## config.mk

```make
export PLATFORM = sky130hd
export DESIGN_NAME = az_sequencer
export DESIGN_NICKNAME = d
export VERILOG_FILES = /design/src/rtl/az_sequencer.sv
export SDC_FILE = /design/constraint.sdc
export NUM_CORES = 1
export LEC_CHECK = 0
export BUFFER_PORTS_ARGS = -buffer_cell sky130_fd_sc_hd__buf_2
export CAP_MARGIN = 20
export CORE_MARGIN = 2
export CORE_UTILIZATION = 58
export CTS_CLUSTER_DIAMETER = 40
export CTS_CLUSTER_SIZE = 8
export DETAILED_ROUTE_END_ITERATION = 12
export PLACE_DENSITY = 0.79
export SYNTH_ARGS = -nofsm -noshare
export SYNTH_HDL_FRONTEND = slang
export SYNTH_SLANG_ARGS = --single-unit
```

## constraint.sdc

```tcl
create_clock -name clk -period 6.2 [get_ports clk]
set_input_delay 1.24 -clock clk [delete_from_list [all_inputs] [get_ports clk]]
set_output_delay 1.24 -clock clk [all_outputs]
set_load 0.1 [all_outputs]
```

## src/rtl/az_sequencer.sv

```systemverilog
// Auto-zero measurement sequencer: walks signal settle/integrate and zero settle/integrate
// phases, driving the analog mux word and issuing sample strobes and a sticky interrupt.
module az_sequencer #(
    parameter int NUM_BITS = 14,
    parameter int CNT_W    = 24
) (
    input  logic                clk,
    input  logic                reset_n,
    input  logic                run,
    input  logic [3:0]          azmux_sig,
    input  logic [3:0]          azmux_zero,
    input  logic [3:0]          himux_sel,
    input  logic [3:0]          himux2_sel,
    input  logic [CNT_W-1:0]    settle_count,
    input  logic [CNT_W-1:0]    int_count,
    input  logic                ack,
    output logic [NUM_BITS-1:0] conditioning_out,
    output logic                sample_sig,
    output logic                sample_zero,
    output logic                interrupt_out,
    output logic [7:0]          sample_count
);

    typedef enum logic [2:0] {
        IDLE,
        SIG_SETTLE,
        SIG_INT,
        ZERO_SETTLE,
        ZERO_INT
    } state_t;

    state_t           state;
    state_t           next_state;
    logic [CNT_W-1:0] cnt;
    logic [CNT_W-1:0] cnt_next;
    logic             phase_done;
    logic             enter_cycle;

    logic [3:0]       cfg_az_sig;
    logic [3:0]       cfg_az_zero;
    logic [3:0]       cfg_himux;
    logic [3:0]       cfg_himux2;
    logic [CNT_W-1:0] cfg_settle;
    logic [CNT_W-1:0] cfg_int;

    logic [3:0]       eff_az_sig;
    logic [3:0]       eff_az_zero;
    logic [3:0]       eff_himux;
    logic [3:0]       eff_himux2;
    logic [CNT_W-1:0] eff_settle;
    logic [CNT_W-1:0] eff_int;
    logic [CNT_W-1:0] settle_m1;
    logic [CNT_W-1:0] int_m1;

    logic [13:0]      cond_q;
    logic [13:0]      cond_next;
    logic             sample_sig_next;
    logic             sample_zero_next;
    logic             irq_next;

    assign phase_done  = (cnt == '0);
    assign enter_cycle = (next_state == SIG_SETTLE) && (state != SIG_SETTLE);

    // On the edge that starts a cycle the incoming inputs are used directly, since they are
    // being latched on that same edge; everywhere else the latched copy is authoritative.
    assign eff_az_sig  = enter_cycle ? azmux_sig    : cfg_az_sig;
    assign eff_az_zero = enter_cycle ? azmux_zero   : cfg_az_zero;
    assign eff_himux   = enter_cycle ? himux_sel    : cfg_himux;
    assign eff_himux2  = enter_cycle ? himux2_sel   : cfg_himux2;
    assign eff_settle  = enter_cycle ? settle_count : cfg_settle;
    assign eff_int     = enter_cycle ? int_count    : cfg_int;
    assign settle_m1   = (eff_settle == '0) ? '0 : eff_settle - CNT_W'(1);
    assign int_m1      = (eff_int == '0)    ? '0 : eff_int - CNT_W'(1);

    assign conditioning_out = NUM_BITS'(cond_q);

    always_comb begin
        next_state = state;
        case (state)
            IDLE:        if (run)        next_state = SIG_SETTLE;
            SIG_SETTLE:  if (phase_done) next_state = SIG_INT;
            SIG_INT:     if (phase_done) next_state = ZERO_SETTLE;
            ZERO_SETTLE: if (phase_done) next_state = ZERO_INT;
            ZERO_INT:    if (phase_done) next_state = run ? SIG_SETTLE : IDLE;
            default:                     next_state = IDLE;
        endcase

        // Counter holds remaining clocks minus one in the current phase.
        cnt_next = cnt;
        if (next_state != state) begin
            case (next_state)
                SIG_SETTLE, ZERO_SETTLE: cnt_next = settle_m1;
                SIG_INT, ZERO_INT:       cnt_next = int_m1;
                default:                 cnt_next = '0;
            endcase
        end else if (!phase_done) begin
            cnt_next = cnt - CNT_W'(1);
        end
    end

    always_comb begin
        logic [3:0] az;
        logic       pc;
        logic       led;
        az  = 4'b0000;
        pc  = 1'b0;
        led = 1'b0;
        case (next_state)
            SIG_SETTLE:  begin az = eff_az_sig;  led = 1'b1; end
            SIG_INT:     begin az = eff_az_sig;  led = 1'b1; pc = 1'b1; end
            ZERO_SETTLE: az = eff_az_zero;
            ZERO_INT:    az = eff_az_zero;
            default:     az = 4'b0000;
        endcase
        cond_next        = {led, pc, eff_himux2, eff_himux, az};
        sample_sig_next  = (state == SIG_INT) && (next_state == ZERO_SETTLE);
        sample_zero_next = (state == ZERO_INT) && phase_done;
        irq_next         = sample_zero_next | (interrupt_out & ~ack);
    end

    always_ff @(posedge clk or negedge reset_n) begin
        if (!reset_n) begin
            state         <= IDLE;
            cnt           <= '0;
            cfg_az_sig    <= '0;
            cfg_az_zero   <= '0;
            cfg_himux     <= '0;
            cfg_himux2    <= '0;
            cfg_settle    <= '0;
            cfg_int       <= '0;
            cond_q        <= '0;
            sample_sig    <= 1'b0;
            sample_zero   <= 1'b0;
            interrupt_out <= 1'b0;
            sample_count  <= '0;
        end else begin
            state         <= next_state;
            cnt           <= cnt_next;
            cond_q        <= cond_next;
            sample_sig    <= sample_sig_next;
            sample_zero   <= sample_zero_next;
            interrupt_out <= irq_next;
            sample_count  <= sample_count + 8'(sample_zero_next);
            if (enter_cycle) begin
                cfg_az_sig  <= azmux_sig;
                cfg_az_zero <= azmux_zero;
                cfg_himux   <= himux_sel;
                cfg_himux2  <= himux2_sel;
                cfg_settle  <= settle_count;
                cfg_int     <= int_count;
            end
        end
    end

endmodule

```

==> results.ini, run 1 <==
[run_status]
outcome=complete, no violations

[sta]
period_share=0.778
setup_violations=0
max_freq_mhz=207
max_slew_margin=0.475
rsz0062_at_grt=no
hold_slack_ps=474
tightest_slew_ps=780
period_needed_ps=4820
slew_viol_final=0
hold_viol_final=0
tns_ps=0
skew_ps=11.1

[placed_design]
place.gp.congestion=0.925
port_buffers=92
place_inst=913
detailed_place_hpwl_microns=13100

[flow_run]
drv_cap=0

[route]
ant_nets=0
vias=5644
vias_per_cell=6.08
first_pass_iters=6
wl_per_cell_microns=18.7
routed_wl_microns=17400
drcViolationCount=0
drt_iter0_drc=494

[critical_path]
path_common_cell=buf_4
worstPathMaxFanout=49
criticalPathCategory=reg -> reg
endpoint=cnt[23]$_DFFE_PN0P_
r2r-end=cnt[23]$_DFFE_PN0P_
crit_slowest_cell=or4_4
worstReg2RegStart=cnt[8]$_DFFE_PN0P_
crit_path_start=cnt[8]$_DFFE_PN0P_
rrSetupSlack_ps=1380
rr_worst_depth=15
crit_path_start_kind=flip-flop
end_kind=flip-flop
cp.arrival_ps=5100
crit_chain=or3_4 -> or4_4 -> o31ai_4 -> buf_4 -> nand2_8 -> buf_4 -> mux2i_1 -> ha_1 -> nand2_1 -> nor3_1 -> nand3_2 -> a222oi_1 -> nand2b_1 -> nor2_1 -> a211o_1
crit_required_ps=6480
critical_path.max_stage_delay_ps=550

[synthesis]
synth_nets=772
synth_edf_count=0
netlist_area_sq_um=6340
ys_types=70
avgSynthCellArea_sq_um=9.08
ys_seq_elements=108
synth_seq_area_share=0.426
synthCells=699
yosysWarnings=0
synthArstFlopShare=1.00
ys.flop_type=dfrtp_1

[worst_hold_path]
min_path_type=reg -> reg

[floorplan]
coreArea_sq_um=10700
row_count=38
initial_core_util=0.590
dieWidth_microns=109
die_area_sq_um=11800
dieHeight_microns=109
io_pins=93

[clock_network]
cts_tree=yes
insertion_delay_ps=390
path_clk_slew_ps=100
post_cts_resize_count=0
htree_num_levels=3
cts-root-buf=clkbuf_8
cts_sinks=108
cts_hold_buf=0
cts_made_buffers=9
cts_setup_buffers=0
cts_buffer_depth=2

[grt]
grt_max_degree=61
grt_pass1_wl_microns=28100
antenna_found_initial=0
grtUsageTotal=0.311
grt.overflow.total=0
grt_pass1_vias=5660

[layout]
areaGrowthSynthToFinish_pct=11.9
n_antenna_cell=0
instances_no_fill=928
seq_area_sq_um=2700
drive_above_1_share=0.190
nets=857
fill_cells=912
multi_input_area_sq_um=3400

[power]
powerDensity_nw_per_um2=169
p_leak_nw=3.68
peakVddDrop_mv=0.144
finalPower_mw=1.20

==> how the worst min path moves through the flow <==
stage / endpoint / slack, ps / start / cells past startpoint
3_5_place_dp: conditioning_out[4]$_DFFE_PN0N_ / 460 / conditioning_out[4]$_DFFE_PN0N_ / 2
6_report: sample_count[7]$_DFF_PN0_ / 470 / sample_count[7]$_DFF_PN0_ / 1
3_3_place_gp: conditioning_out[9]$_DFFE_PN0N_ / 450 / conditioning_out[9]$_DFFE_PN0N_ / 2
5_1_grt: conditioning_out[4]$_DFFE_PN0N_ / 510 / conditioning_out[4]$_DFFE_PN0N_ / 2
2_1_floorplan: cfg_az_sig[2]$_DFF_PN0_ / 450 / cfg_az_sig[2]$_DFF_PN0_ / 2
4_1_cts: sample_count[7]$_DFF_PN0_ / 480 / sample_count[7]$_DFF_PN0_ / 1
==> registers in the layout (all words and copies together) (netlist names), named ones only <==
name	flops
cnt	24
cfg_az_zero	4
cfg_int	24
cfg_az_sig	4
sample_zero	1
state	3
sample_sig	1
interrupt_out	1
sample_count	8
cfg_settle	22
conditioning_out	14
==> cells in the mapped netlist (3+ instances only) <==
cell type	n	area [sq um]
and2_1	5	31.3
o31ai_1	3	22.5
a21oi_1	20	100
o22ai_1	11	68.8
or4_1	8	60.1
dfrtp_1	108	2700
nor3_1	31	155
o21ai_0	28	140
clkbuf_1	7	26.3
a21o_1	7	52.6
o21a_1	6	45.0
xor2_1	22	193
nor2_1	51	191
o221ai_1	7	61.3
xnor2_1	31	272
a31o_2	3	26.3
a22oi_1	6	45.0
nor2b_1	4	25.0
mux2_2	16	180
buf_1	3	11.3
nor4_1	19	119
a21boi_0	5	37.5
inv_1	28	105
o211ai_1	8	60.1
o21ai_1	4	20.0
buf_6	5	56.3
nand4b_1	3	26.3
buf_2	10	50.1
a211oi_1	4	30.0
nand4_1	5	31.3
ha_1	5	62.6
mux2i_1	24	240
nand3_1	15	75.1
nand2b_1	7	43.8
or3_1	12	75.1
nand2_1	127	477
==> metrics by stage <==
stage / utilization / area, sq um / worst slack, ps
after detailed placement: 0.643 / 6910 / 1310
after global placement: 0.643 / 6910 / 1550
after global routing: 0.661 / 7100 / 1050
after CTS: 0.661 / 7100 / 1450
after floorplan: - / 6340 / 1640
final: 0.661 / 7100 / 1380
==> logic make-up after synthesis <==
kind of cell / after synthesis / synth area share
adder cells (fa/ha/maj): 5 / 0.00986
flip-flops: 108 / 0.426
buffers and inverters: 54 / 0.0404
AO/OA/AOI/OAI: 129 / 0.140
multiplexers: 45 / 0.0785
AND/OR/NAND/NOR: 305 / 0.232
XOR/XNOR: 53 / 0.0732
==> routing by layer <==
metal  vias to the layer above  routed length (microns)  global-route usage
li1                       2644                        -                   -
met1                      2736                     7460               0.411
met2                       226                     8390               0.514
met3                        38                     1060              0.0410
met4                         0                      481               0.133
met5                         -                        0                   0
==> worst max-delay path: cells and delay by family, from the launching register on <==
| kind | cells | cell delay (ps) |
|---|---|---|
| AOI/OAI and AO/OA | 3 | 920 |
| DFF | 1 | 430 |
| and+or+nand+nor | 8 | 2110 |
| muxes | 1 | 310 |
| adders and majority gates | 1 | 220 |
| buffers and inverters | 2 | 660 |
==> final cells by class <==
cell class / count / share of cell area
timing repair buffer: 100 / 0.0737
tap: 140 / 0.0247
sequential: 108 / 0.381
clock buffer: 11 / 0.0199
clock inverter: 4 / 0.00687
multi-input combinational: 537 / 0.479
inverter: 28 / 0.0148
==> placed cells by master (no fill, tap or decap), drive strengths merged, types with 3 or more instances in the layout <==
| cell | count |
|---|---|
| nand2 | 128 |
| dfrtp | 108 |
| buf | 100 |
| nor2 | 51 |
| o21ai | 32 |
| xnor2 | 31 |
| nor3 | 31 |
| inv | 29 |
| mux2i | 26 |
| xor2 | 22 |
| a21oi | 20 |
| nor4 | 20 |
| mux2 | 19 |
| nand3 | 16 |
| or3 | 13 |
| o22ai | 11 |
| clkbuf | 11 |
| or4 | 9 |
| o211ai | 8 |
| o221ai | 7 |
| nand2b | 7 |
| a21o | 7 |
| a22oi | 7 |
| o21a | 6 |
| a21boi | 6 |
| and2 | 6 |
| nand4 | 5 |
| ha | 5 |
| nor2b | 5 |
| a211oi | 4 |
| o31ai | 4 |
| a31o | 3 |
| nand4b | 3 |
==> where the power goes <==
part	internal, mW	switching (mW)	leakage [nW]	total, mW
Clock	0.196	0.244	0.0996	0.440
Sequential	0.704	0.0000000000000000117	1.44	0.704
Combinational	0.0203	0.0339	2.15	0.0542
Total	0.920	0.278	3.68	1.20
Note: power is estimated with default switching activity, not from simulation.
==> run 2: changes to the inputs <==
- ABC_AREA: not set -> 1
- CORE_UTILIZATION: 58 -> 59
- clock period: 6.2 -> 4.6 ns (I/O delays scaled with it)
==> results.ini, run 2 <==
[clock_network]
path_clk_slew_ps=80  ; -20 ps
cts_setup_buffers=0  ; unchanged
cts_tree=yes
post_cts_resize_count=0  ; unchanged
cts_hold_buf=0  ; unchanged
cts_buffer_depth=2  ; unchanged
insertion_delay_ps=360  ; -30 ps
cts-root-buf=clkbuf_16
cts_sinks=108  ; unchanged
htree_num_levels=3  ; unchanged
cts_made_buffers=9  ; unchanged

[route]
first_pass_iters=9  ; +3
drcViolationCount=6  ; +6
routed_wl_microns=18300  ; +5.3%
vias_per_cell=5.39  ; -11%
ant_nets=0  ; unchanged
wl_per_cell_microns=14.7  ; -22%
drt_iter0_drc=596  ; +21%
vias=6736  ; +19%

[run_status]
violations=design-rule violations
outcome=finished with violations

[sta]
hold_viol_final=0  ; unchanged
max_freq_mhz=283  ; +36%
period_needed_ps=3540  ; -1280 ps
slew_viol_final=0  ; unchanged
rsz0062_at_grt=no
tightest_slew_ps=881  ; +101 ps
period_share=0.769  ; -0.00831
max_slew_margin=0.413  ; -0.0623
setup_violations=0  ; unchanged
tns_ps=0  ; unchanged
skew_ps=7.14  ; -3.94 ps

[synthesis]
synth_common_cells=nand2_1 (342), nor2_1 (120), nand3_1 (109), dfrtp_1 (108), inv_1 (108)
synth_top_area_frac=0.384  ; -0.0418
ys.flop_type=dfrtp_1
yosysWarnings=0  ; unchanged
ys_seq_elements=108  ; unchanged
synthCells=1024  ; +46%
synth_seq_area_share=0.384  ; -0.0418
synth_edf_count=0  ; unchanged
synth.area.top_cells=dfrtp_1 (38%), nand2_1 (18%), nand3_1 (7.8%)
netlist_area_sq_um=7030  ; +11%
avgSynthCellArea_sq_um=6.87  ; -24%
synth.most_common_cell=nand2_1
synth_nets=1097  ; +42%
ys_types=36  ; -49%
synth_top_area_cell=dfrtp_1
synthArstFlopShare=1.00  ; unchanged

[grt]
antenna_found_initial=0  ; unchanged
grtUsageTotal=0.301  ; -0.0103
grt_max_degree=71  ; +16%
grt_pass1_wl_microns=30700  ; +9.1%
grt.overflow.total=0  ; unchanged
grt_pass1_vias=6365  ; +12%

[worst_hold_path]
hold_path_depth=1  ; unchanged
min_path_type=reg -> reg

[floorplan]
dieHeight_microns=113  ; +4.2%
row_count=39  ; +2.6%
die_area_sq_um=12800  ; +8.7%
dieWidth_microns=113  ; +4.2%
io_pins=93  ; unchanged
coreArea_sq_um=11500  ; +7.2%
initial_core_util=0.611  ; +0.0205

[layout]
reg.largest.list=cfg_int x24, cnt x24, cfg_settle x22
areaGrowthSynthToFinish_pct=10.3
n_antenna_cell=0  ; unchanged
final_common_cell=nand2_1
drive_above_1_share=0.166  ; -0.0241
instances_no_fill=1250  ; +35%
mostFrequentLayoutCells=nand2_1 (342), nor2_1 (120), nand3_1 (109)
nets=1175  ; +37%
post-route-util=0.674  ; +0.0133

[power]
finalPower_mw=3.98  ; +230%
powerDensity_nw_per_um2=513  ; +200%
p_leak_nw=4.09  ; +11%
peakVddDrop_mv=0.458  ; +220%

[flow_run]
drv_cap=0  ; unchanged

[placed_design]
detailed_place_hpwl_microns=13800  ; +5.7%
port_buffers=92  ; unchanged
place.gp.congestion=0.949  ; +2.6%
place_inst=1234  ; +35%

[critical_path]
endpoint=cnt[14]$_DFFE_PN0P_
criticalPathCategory=reg -> reg
r2r-end=cnt[14]$_DFFE_PN0P_
crit_path_start_kind=flip-flop
crit_required_ps=4900  ; -1580 ps
crit_path_start=cnt[0]$_DFFE_PN0P_
end_kind=flip-flop
worstPathMaxFanout=49  ; unchanged
worstReg2RegStart=cnt[0]$_DFFE_PN0P_
rr_worst_depth=22  ; +7
cp.arrival_ps=3840  ; -1260 ps
rrSetupSlack_ps=1060  ; -320 ps

run 2: metrics by stage:
stage          hold WS, ps  worst slack (ps)  instance area, sq um
3_3_place_gp           458              1120                  7480
3_5_place_dp           460              1080                  7480
5_1_grt                507               696                  7760
2_1_floorplan          445              1850                  7030
4_1_cts                472              1060                  7760
6_report               466              1060                  7760
run 2: layer usage:
layer / global-route usage / vias to the layer above / wire [microns]
met5: 0 / - / 0
li1: - / 3368 / -
met3: 0.0605 / 34 / 1430
met2: 0.496 / 252 / 8410
met4: 0.0813 / 0 / 411
met1: 0.407 / 3082 / 8060
run 2: cell families (layout without fill, tap and decap cells):
family	count (synthesis)	count (layout)	share of synthesized area
AO/OA/AOI/OAI	72	72	0.0596
XOR/XNOR	21	21	0.0261
adder cells (fa/ha/maj)	5	5	0.00889
buffers and inverters	146	229	0.0977
flip-flops	108	108	0.384
AND/OR/NAND/NOR	672	672	0.424
run 2: layout make-up:
type | instances | area [sq um]
sequential | 108 | 2700
fill | 1037 | 3750
clock buffer | 10 | 229
clock inverter | 6 | 53.8
timing repair buffer | 100 | 523
inverter | 113 | 424
tap | 143 | 179
multi-input combinational | 770 | 3650
run 2: worst max-delay path: stages (launching register included):
cell and delay [ps]:
dfrtp_1 390, inv_1 80, ha_1 200, nand2_2 110, nor2_4 210, nand3_4 210
nand2_4 120, nand2_4 310, buf_4 370, nand2_1 100, nand2_2 80, ha_1 200
inv_1 50, nor2_1 40, nand2_1 60, nor2_1 40, nand3_1 100, nand2_2 80
inv_2 290, nand3_1 190, nand3_1 140, nand2_1 50, inv_1 50
run 2: report_power, final:
part	internal (mW)	switching (mW)	total, mW	leakage [nW]
clock	0.380	0.382	0.762	0.136
combinational	0.526	1.27	1.79	2.63
sequential	1.25	0.183	1.43	1.32
total	2.15	1.83	3.98	4.09
run 2: worst min-delay path by stage:
stage                                           end                            start  slack, ps
floorplan                  cfg_az_zero[2]$_DFF_PN0_         cfg_az_zero[2]$_DFF_PN0_        440
finish                    sample_count[7]$_DFF_PN0_        sample_count[7]$_DFF_PN0_        470
global route        conditioning_out[9]$_DFFE_PN0N_  conditioning_out[9]$_DFFE_PN0N_        510
CTS                       sample_count[7]$_DFF_PN0_        sample_count[7]$_DFF_PN0_        470
detailed placement        sample_count[7]$_DFF_PN0_        sample_count[7]$_DFF_PN0_        460
global placement          sample_count[7]$_DFF_PN0_        sample_count[7]$_DFF_PN0_        460
